===== src/rtl/fft_stage_ctrl.sv =====
`default_nettype none
// ============================================================================
// Module      : fft_stage_ctrl
// Description : Address sequencer for an in-place radix-2 DIF FFT over a
//               dual-port ping-pong RAM. For each of LOG_S stages it issues
//               every butterfly read pair with its twiddle index, replays the
//               pairs LAT cycles later as write-back pairs, flips the bank
//               select between stages and pulses done at the end.
// Ports       : clk, rst        - clock, synchronous active-high reset
//               start           - run request, honoured only when idle
//               busy, done      - run in progress / end-of-transform pulse
//               stage           - current stage index
//               ram_select      - ping-pong bank select
//               rd_valid, rd_addr_0, rd_addr_1, twiddle - read side
//               wr_en, wr_addr_0, wr_addr_1             - write-back side
// Revision    : 1.0 - initial release
// ============================================================================
module fft_stage_ctrl #(
    parameter int SIZE  = 1024,
    parameter int LOG_S = 10,
    parameter int LAT   = 2
) (
    input  logic             clk,
    input  logic             rst,
    input  logic             start,
    output logic             busy,
    output logic             done,
    output logic [LOG_S-1:0] stage,
    output logic             ram_select,
    output logic             rd_valid,
    output logic [LOG_S-1:0] rd_addr_0,
    output logic [LOG_S-1:0] rd_addr_1,
    output logic [LOG_S-2:0] twiddle,
    output logic             wr_en,
    output logic [LOG_S-1:0] wr_addr_0,
    output logic [LOG_S-1:0] wr_addr_1
);

    localparam logic [1:0] S_IDLE  = 2'd0;
    localparam logic [1:0] S_RUN   = 2'd1;
    localparam logic [1:0] S_DRAIN = 2'd2;
    localparam logic [1:0] S_DONE  = 2'd3;

    localparam int               c_DW         = $clog2(LAT + 1);
    localparam logic [LOG_S-2:0] c_K_LAST     = (LOG_S-1)'(SIZE / 2 - 1);
    localparam logic [LOG_S-1:0] c_STAGE_LAST = LOG_S'(LOG_S - 1);
    localparam logic [c_DW-1:0]  c_DRAIN_INIT = c_DW'(LAT);

    logic [1:0]       r_state;
    logic [1:0]       w_state_nxt;
    logic [LOG_S-2:0] r_k;
    logic [LOG_S-1:0] r_stage;
    logic             r_ram_sel;
    logic [c_DW-1:0]  r_drain;

    logic             r_pipe_v  [LAT];
    logic [LOG_S-1:0] r_pipe_a0 [LAT];
    logic [LOG_S-1:0] r_pipe_a1 [LAT];

    logic             w_rd_valid;
    logic [LOG_S-1:0] w_b;
    logic [LOG_S-1:0] w_k_ext;
    logic [LOG_S-1:0] w_low_mask;
    logic [LOG_S-1:0] w_low;
    logic [LOG_S-1:0] w_addr_0;
    logic [LOG_S-1:0] w_addr_1;
    logic [LOG_S-2:0] w_twiddle;

    // ------------------------------------------------------------------
    // Butterfly address generation. b is the half-span of the current
    // stage: k's low b bits select the element within a group, the
    // remaining bits select the group, and the pair straddles bit b.
    // ------------------------------------------------------------------
    assign w_rd_valid = (r_state == S_RUN);
    assign w_b        = c_STAGE_LAST - r_stage;
    assign w_k_ext    = {1'b0, r_k};
    assign w_low_mask = (LOG_S'(1) << w_b) - LOG_S'(1);
    assign w_low      = w_k_ext & w_low_mask;
    assign w_addr_0   = ((w_k_ext >> w_b) << (w_b + LOG_S'(1))) | w_low;
    assign w_addr_1   = w_addr_0 | (LOG_S'(1) << w_b);
    // w_low < 2**b <= 2**(LOG_S-1), so dropping its top bit loses nothing;
    // the narrow shift then truncates the twiddle index naturally.
    assign w_twiddle  = w_low[LOG_S-2:0] << r_stage;

    // Addresses are forced to zero outside RUN so idle outputs read as 0
    // and the write pipe carries clean zeros behind the last valid pair.
    assign rd_valid   = w_rd_valid;
    assign rd_addr_0  = w_rd_valid ? w_addr_0  : '0;
    assign rd_addr_1  = w_rd_valid ? w_addr_1  : '0;
    assign twiddle    = w_rd_valid ? w_twiddle : '0;

    assign busy       = (r_state == S_RUN) || (r_state == S_DRAIN);
    assign done       = (r_state == S_DONE);
    assign stage      = r_stage;
    assign ram_select = r_ram_sel;
    assign wr_en      = r_pipe_v[LAT-1];
    assign wr_addr_0  = r_pipe_a0[LAT-1];
    assign wr_addr_1  = r_pipe_a1[LAT-1];

    // ------------------------------------------------------------------
    // State register
    // ------------------------------------------------------------------
    always_ff @(posedge clk) begin
        if (rst) begin
            r_state <= S_IDLE;
        end else begin
            r_state <= w_state_nxt;
        end
    end

    // ------------------------------------------------------------------
    // Next-state logic
    // ------------------------------------------------------------------
    always_comb begin
        w_state_nxt = r_state;
        case (r_state)
            S_IDLE: begin
                if (start) w_state_nxt = S_RUN;
            end
            S_RUN: begin
                if (r_k == c_K_LAST) w_state_nxt = S_DRAIN;
            end
            S_DRAIN: begin
                if (r_drain == c_DW'(1)) begin
                    w_state_nxt = (r_stage == c_STAGE_LAST) ? S_DONE : S_RUN;
                end
            end
            S_DONE: begin
                w_state_nxt = S_IDLE;
            end
            default: begin
                w_state_nxt = S_IDLE;
            end
        endcase
    end

    // ------------------------------------------------------------------
    // Counters and bank select. The bank flips only on the last DRAIN
    // cycle, after the final write of the stage has been issued.
    // ------------------------------------------------------------------
    always_ff @(posedge clk) begin
        if (rst) begin
            r_k       <= '0;
            r_stage   <= '0;
            r_ram_sel <= 1'b0;
            r_drain   <= '0;
        end else begin
            case (r_state)
                S_IDLE: begin
                    if (start) begin
                        r_k       <= '0;
                        r_stage   <= '0;
                        r_ram_sel <= 1'b0;
                    end
                end
                S_RUN: begin
                    if (r_k == c_K_LAST) begin
                        r_drain <= c_DRAIN_INIT;
                    end else begin
                        r_k <= r_k + (LOG_S-1)'(1);
                    end
                end
                S_DRAIN: begin
                    r_drain <= r_drain - c_DW'(1);
                    if (r_drain == c_DW'(1)) begin
                        r_ram_sel <= ~r_ram_sel;
                        r_k       <= '0;
                        if (r_stage != c_STAGE_LAST) begin
                            r_stage <= r_stage + LOG_S'(1);
                        end
                    end
                end
                default: begin
                end
            endcase
        end
    end

    // ------------------------------------------------------------------
    // Write-back delay line: read pairs re-emerge LAT cycles later.
    // ------------------------------------------------------------------
    always_ff @(posedge clk) begin
        if (rst) begin
            for (int i = 0; i < LAT; i++) begin
                r_pipe_v[i]  <= 1'b0;
                r_pipe_a0[i] <= '0;
                r_pipe_a1[i] <= '0;
            end
        end else begin
            r_pipe_v[0]  <= w_rd_valid;
            r_pipe_a0[0] <= rd_addr_0;
            r_pipe_a1[0] <= rd_addr_1;
            for (int i = 1; i < LAT; i++) begin
                r_pipe_v[i]  <= r_pipe_v[i-1];
                r_pipe_a0[i] <= r_pipe_a0[i-1];
                r_pipe_a1[i] <= r_pipe_a1[i-1];
            end
        end
    end

endmodule
`default_nettype wire


===== config.mk =====
export PLATFORM = sky130hd
export DESIGN_NAME = fft_stage_ctrl
export DESIGN_NICKNAME = d
export VERILOG_FILES = /design/src/rtl/fft_stage_ctrl.sv
export SDC_FILE = /design/constraint.sdc
export NUM_CORES = 1
export LEC_CHECK = 0
export ABC_CLOCK_PERIOD_IN_PS = 10950
export BUFFER_PORTS_ARGS = -buffer_cell sky130_fd_sc_hd__clkbuf_2
export CORE_MARGIN = 4
export CORE_UTILIZATION = 62
export CTS_CLUSTER_SIZE = 40
export DETAILED_ROUTE_END_ITERATION = 12
export HOLD_SLACK_MARGIN = 0.03
export PLACE_DENSITY = 0.93
export SLEW_MARGIN = 10
export SYNTH_ARGS = -nofsm -noshare
export SYNTH_HDL_FRONTEND = slang
export SYNTH_SLANG_ARGS = --single-unit

===== constraint.sdc =====
create_clock -name clk -period 10.95 [get_ports clk]
set_input_delay 1.6425 -clock clk [delete_from_list [all_inputs] [get_ports clk]]
set_output_delay 1.6425 -clock clk [all_outputs]
set_load 0.005 [all_outputs]

Yosys cells after proc, flatten, opt, wreduce, memory -nomap -nowiden. Memories as Yosys holds them, arrays and structs flattened. Index checks and enable logic that the tools add are counted.

Multiplexer cells: 29. Equal/unequal tests: 12. Shift-type cells: 4. Add/subtract/negate cells: 6. Bitwise logic cells: 10. Reductions and logical operators: 10.

Operator list (count): 2-to-1 mux 10 bit (9); 2-to-1 mux 9 bit (4); case mux 9 bit (3 select lines) (1); adder 10 x 1 -> 10 bit, second input constant (2); OR 10 bit (2); case mux 10 bit (2 select lines) (1); bitwise AND 9 x 10 -> 10 bit (1); equality test 10 x 4 -> 1 bit, second input constant (1); != test 10 x 4 -> 1 bit, second input constant (1); left shift 1 x 10 -> 10 bit, first input constant (1); left shift 10 x 10 -> 10 bit (1); left shift 9 x 10 -> 9 bit (1); >> shifter 9 x 10 -> 10 bit (1); subtractor 10 x 2 -> 10 bit, second input constant (1); subtractor 4 x 10 -> 10 bit, first input constant (1); adder 9 x 1 -> 9 bit, second input constant (1); equality test 9 bit, second input constant (1); 2-to-1 mux 2 bit (4); case mux 2 bit (4 select lines) (1); AND reduction 4 bit (2); 2-to-1 mux 1 bit (7); != test 2 x 1 -> 1 bit, second input constant (3); OR 1 bit (6); AND reduction 3 bit (2); 12 further kinds (16).

Register bits: 24. Memories kept: 3. Bits in writable memories: 42. Output and inout bits: 64.

Memory list: r_pipe_a0 (depth 2, width 10, rd ports 2, clocked after Yosys merged registers in 0, write ports 2, RTL line 57) `logic [LOG_S-1:0] r_pipe_a0 [LAT];`; r_pipe_a1 (depth 2, width 10, rd ports 2, clocked after Yosys merged registers in 0, write ports 2, RTL line 58) `logic [LOG_S-1:0] r_pipe_a1 [LAT];`; r_pipe_v (depth 2, width 1, rd ports 2, clocked after Yosys merged registers in 0, write ports 2, RTL line 56) `logic r_pipe_v [LAT];`.

Longest topological paths before layout.
Depth after elaboration: 8. Depth in mapped cells: 19. Depth with buffers taken out: 16.

Least setup slack after synthesis. Ideal clock, no wire load.

Kind: register to output. Start: register r_stage[1] (netlist: stage[1]). End: output twiddle[7]. Arrival time: 3.860 ns. Path buffers: 4. Setup slack: 5.448 ns. Cell stages (with the launch flop): 17. Cells stage by stage: dfxtp_1 buf_2 buf_2 clkinv_1 ha_1 nor2b_1 o211ai_1 a211oi_2 buf_6 nand2_1 nor2_1 nand2_1 ha_1 buf_1 o31a_1 o311a_1 nor3_1.

Cells in the longest elaborated chain, start to end: 6.

RTL lines: start, declared (RTL line 52) `logic [LOG_S-1:0] r_stage;`; start signal, assigned (RTL line 169) `r_stage <= r_stage + LOG_S'(1);`; subtractor 4 x 10 -> 10 bit (RTL line 75) `assign w_b = c_STAGE_LAST - r_stage;`; left shift 1 x 10 -> 10 bit (RTL line 77) `assign w_low_mask = (LOG_S'(1) << w_b) - LOG_S'(1);`; subtractor 10 x 2 -> 10 bit (RTL line 77); bitwise AND 9 x 10 -> 10 bit (RTL line 78) `assign w_low = w_k_ext & w_low_mask;`; left shift 9 x 10 -> 9 bit * (RTL line 83) `assign w_twiddle = w_low[LOG_S-2:0] << r_stage;`; 2-to-1 mux 9 bit * (RTL line 90) `assign twiddle = w_rd_valid ? w_twiddle : '0;`; end, declared (RTL line 33) `output logic [LOG_S-2:0] twiddle,`.

Mark *: on every way between the ends. The rest lies on a longest branch, timed or not.

Worst setup path after layout.
Start: register r_stage[2] (netlist: stage[2]). End: output twiddle[7].

Same word-level chain as after synthesis.

==> PnR_summary.wiki <==
{| class="wikitable"
! Metric !! Value
|-
| Outcome || complete, but fails checks
|-
| Violations in the final reports || DRC
|-
| DR iter-0 viols || 508
|-
| Required time of the critical path || 9310 ps
|-
| Number of gates given a new drive strength after cts || 0
|-
| Cell variety after synth || 74
|-
| Total of buffers placed on input and output ports || 66
|-
| Worst slack on hold paths || 439.2 ps
|-
| Standard-cell row count || 30
|-
| Source-to-sink clock delay at the later pin of the worst-skew pair || 350 ps
|-
| Total number of clock tree sinks || 66
|-
| Clock tree from TritonCTS || yes
|-
| Yosys warning count || 0
|-
| # nets final || 618
|-
| Footprint of the multi-input gates || 0.002786 mm2
|-
| Root Buffer || sky130_fd_sc_hd__clkbuf_8
|-
| Number of pins with negative max-slew slack in the final report || 0
|-
| Critical-path cell with the highest stage delay || sky130_fd_sc_hd__dfxtp_1
|-
| Actual transition at the worst max-transition pin || 784.8 ps
|-
| Fraction of final layout cells with drive strength greater than 1 || 0.1749
|-
| Final sum of negative setup slack || 0 ps
|-
| Longest individual stage delay on the worst path || 810 ps
|-
| Detailed placement HPWL || 9467 um
|-
| RSZ-0062 raised after global routing || no
|-
| DIE WIDTH || 93.45 um
|-
| Seq/Total Area, Yosys || 0.2919
|-
| Number of global-route vias before repair || 4217
|-
| Number of endpoints failing setup at the final stage || 0
|-
| Fin. Hold Viols || 0
|-
| Post-synthesis average cell area || 7.751 um2
|-
| Post-route standard cell area excluding fillers || 0.004882 mm2
|-
| Area of the die || 0.008732 mm2
|-
| Initial antenna violation count || 0
|-
| Pwr dens || 142.4 mW/mm2
|-
| Area growth from synthesis to final layout || 7.850%
|-
| Synthesized Nets || 601
|-
| FF+latch count, synth || 66
|-
| Async S/R FF share, synth || 0
|-
| Kind of cell adding the most delay to the critical path || simple AND/OR/NAND/NOR gates
|-
| Clock buffer depth || 2
|-
| Reg clk slew, reported paths || 80 ps
|-
| Register-to-register setup slack || 5870 ps
|-
| Peak fanout along the critical path || 24
|-
| MaxCap Viol Count || 0
|-
| Sum of routed wire length over all layers || 13180 um
|-
| Peak Freq || 0.1401 GHz
|-
| Critical Path Sink Type || output port
|-
| Number of remaining DRC errors || 1
|-
| Diodes inserted || 0
|-
| Hold Path Sink || r_pipe_a0[0][17]
|-
| Routed wirelength normalized by instance count || 18.78 um
|-
| Gp weighted congestion || 0.9636
|-
| Maximum number of pins on one net before global-route repair || 42
|-
| Leakage power summed over all cells || 2.001 nW
|-
| Register-to-Register Path Depth || 15
|-
| Critical path data arrival time || 5490 ps
|-
| Vert. Die Dim || 93.45 um
|-
| Number of enable-type register cells in the synthesized netlist || 0
|-
| Critical R2R Launch || stage[2]
|-
| Hold-fix buffers, CTS || 0
|-
| Effective utilization at floorplan || 0.6519
|-
| Number of levels in the clock H-tree || 3
|-
| Final ANT Viol Nets || 0
|-
| Number of setup buffers added after CTS || 0
|-
| Area occupied by registers || 0.001321 mm2
|-
| Most frequently used flop master after synthesis || sky130_fd_sc_hd__dfxtp_1
|-
| Combined buffer and inverter count along the critical path || 3
|-
| First-pass iteration count of the detailed router || 10
|-
| Avg Vias per Cell || 6.490
|-
| Number of filler cells placed in the layout || 557
|-
| Top-level I/O count || 67
|-
| Nature of the critical path startpoint || flip-flop
|-
| Number of clock buffers inserted by TritonCTS || 9
|-
| Netlist area before placement || 0.004527 mm2
|-
| Final critical path time including I/O delays and setup || 7136 ps
|-
| Instance area at placement || 0.004656 mm2
|-
| Reg-to-Reg End || r_pipe_a1[0][4]
|-
| Final critical-path share of the clock period || 0.6517
|-
| Ordered cell list for the critical path || inv_1 -> ha_1 -> nor2b_1 -> o211ai_1 -> a211oi_2 -> nand2_1 -> nor2_1 -> nand2_1 -> ha_1 -> inv_1 -> and3_1 -> and4_1 -> o31a_1 -> a32o_1 -> a211oi_2 -> nor3_1 -> clkbuf_2
|-
| Overflow left after global routing || 0
|-
| Post-Route Skew || 7.679 ps
|-
| Cell count of the worst hold path || 1
|-
| Worst Hold Class || flip-flop to flip-flop
|-
| Detailed-route via count || 4556
|-
| Core Box Area || 0.006944 mm2
|-
| Gate Count Post-Synth || 584
|-
| Hold_sp || r_pipe_a0[0][7]
|-
| Total GRT Usage || 0.3071
|-
| Crit Path Class || flip-flop to output port
|-
| Global-route wire length before repair || 21300 um
|-
| Peak VDD IR || 112.2 uV
|-
| Worst slew margin || 0.4758
|}
cell type report:
| type | count | share of cell area |
|---|---|---|
| Clock inverter | 7 | 0.02101 |
| Inverter | 16 | 0.01230 |
| Tap cell | 96 | 0.02460 |
| Timing Repair Buffer | 71 | 0.07535 |
| Multi-Input combinational cell | 437 | 0.5707 |
| Sequential cell | 66 | 0.2706 |
| Clock buffer | 9 | 0.02537 |
worst max-delay path by stage:
| stage | start | end | cells past startpoint |
|---|---|---|---|
| after floorplan | stage[1] | twiddle[7] | 16 |
| after global placement | stage[2] | twiddle[7] | 17 |
| after detailed placement | stage[2] | twiddle[7] | 17 |
| after CTS | stage[2] | twiddle[7] | 17 |
| after global routing | stage[2] | twiddle[7] | 17 |
| final | stage[2] | twiddle[7] | 17 |
cell families (layout without fill, tap and decap cells):
| group | count (synthesis) | after routing | synth area share |
|---|---|---|---|
| simple gates | 244 | 244 | 0.2739 |
| compound gates | 142 | 142 | 0.2239 |
| buf+inv | 81 | 103 | 0.09259 |
| flops | 66 | 66 | 0.2919 |
| xor+xnor | 25 | 25 | 0.04837 |
| fa+ha+maj | 15 | 15 | 0.04091 |
| mux | 11 | 11 | 0.02847 |
synthesized netlist by cell type (all sizes together) (5+ instances only):
library cell	instances	area, um2
inv	13	48.80
xnor2	13	113.9
a211oi	10	85.08
clkbuf	29	111.4
nand2b	6	37.54
dfxtp	66	1321
mux2	5	56.30
nor4	5	31.28
a31oi	8	50.05
a21o	5	37.54
ha	14	175.2
nor3	14	70.07
and2	12	75.07
a21oi	27	135.1
o21ai	21	105.1
and3	9	56.30
o22ai	5	31.28
o211ai	9	67.56
xor2	12	105.1
o21a	8	60.06
mux2i	5	50.05
nor2	74	277.8
nand2	42	160.2
nand3	30	167.7
nor2b	24	150.1
a311oi	5	50.04
nand4	7	43.79
buf	36	247.7
per-stage QoR:
| stage | cells | setup WS (ps) | power, mW | utilization |
|---|---|---|---|---|
| floorplan | 584 | 5448 | 0.4061 | - |
| global placement | 686 | 4625 | 0.4549 | 0.6705 |
| detailed placement | 686 | 4369 | 0.4604 | 0.6705 |
| CTS | 702 | 3965 | 0.6918 | 0.7031 |
| global route | 702 | 3395 | 0.7277 | 0.7031 |
| finish | 702 | 3814 | 0.6951 | 0.7031 |
registers in the layout (all words and copies together), names as in the netlist:
register,cells
stage,10
ram_select,1
r_k,9
r_pipe_a1,20
r_state,2
r_drain,2
r_pipe_a0,20
r_pipe_v,2
report_power, final:
part,internal (mW),switching [mW],total [mW]
clock,0.130,0.104,0.234
combinational,0.0620,0.128,0.190
sequential,0.254,0.0166,0.271
total,0.447,0.249,0.695
placed cells by master (no fill, tap or decap), types with 6 or more instances in the layout:
master / synthesis / layout
sky130_fd_sc_hd__nor2_1: 74 / 74
sky130_fd_sc_hd__nand3_1: 28 / 28
sky130_fd_sc_hd__a21oi_1: 27 / 27
sky130_fd_sc_hd__xnor2_1: 13 / 13
sky130_fd_sc_hd__a211oi_1: 8 / 8
sky130_fd_sc_hd__nand2b_1: 6 / 6
sky130_fd_sc_hd__o211ai_1: 9 / 9
sky130_fd_sc_hd__dfxtp_1: 66 / 66
sky130_fd_sc_hd__nand2_1: 41 / 41
sky130_fd_sc_hd__and3_1: 9 / 9
sky130_fd_sc_hd__clkbuf_2: 2 / 66
sky130_fd_sc_hd__and2_1: 12 / 12
sky130_fd_sc_hd__a31oi_1: 8 / 8
sky130_fd_sc_hd__nor2b_1: 24 / 24
sky130_fd_sc_hd__xor2_1: 12 / 12
sky130_fd_sc_hd__o21ai_0: 19 / 19
sky130_fd_sc_hd__ha_1: 14 / 14
sky130_fd_sc_hd__nand4_1: 7 / 7
sky130_fd_sc_hd__inv_1: 13 / 13
sky130_fd_sc_hd__clkbuf_8: 0 / 9
sky130_fd_sc_hd__o21a_1: 8 / 8
sky130_fd_sc_hd__nor3_1: 14 / 14
routing by layer:
metal  vias up  GRT usage  part of all wire
met5         -          0                 0
met3        60    0.05792              0.11
met1      2099     0.3947              0.39
met2       303     0.4896              0.46
li1       2094          -                 -
met4         0     0.1551             0.041
Note: power is estimated with default switching activity, not from simulation.
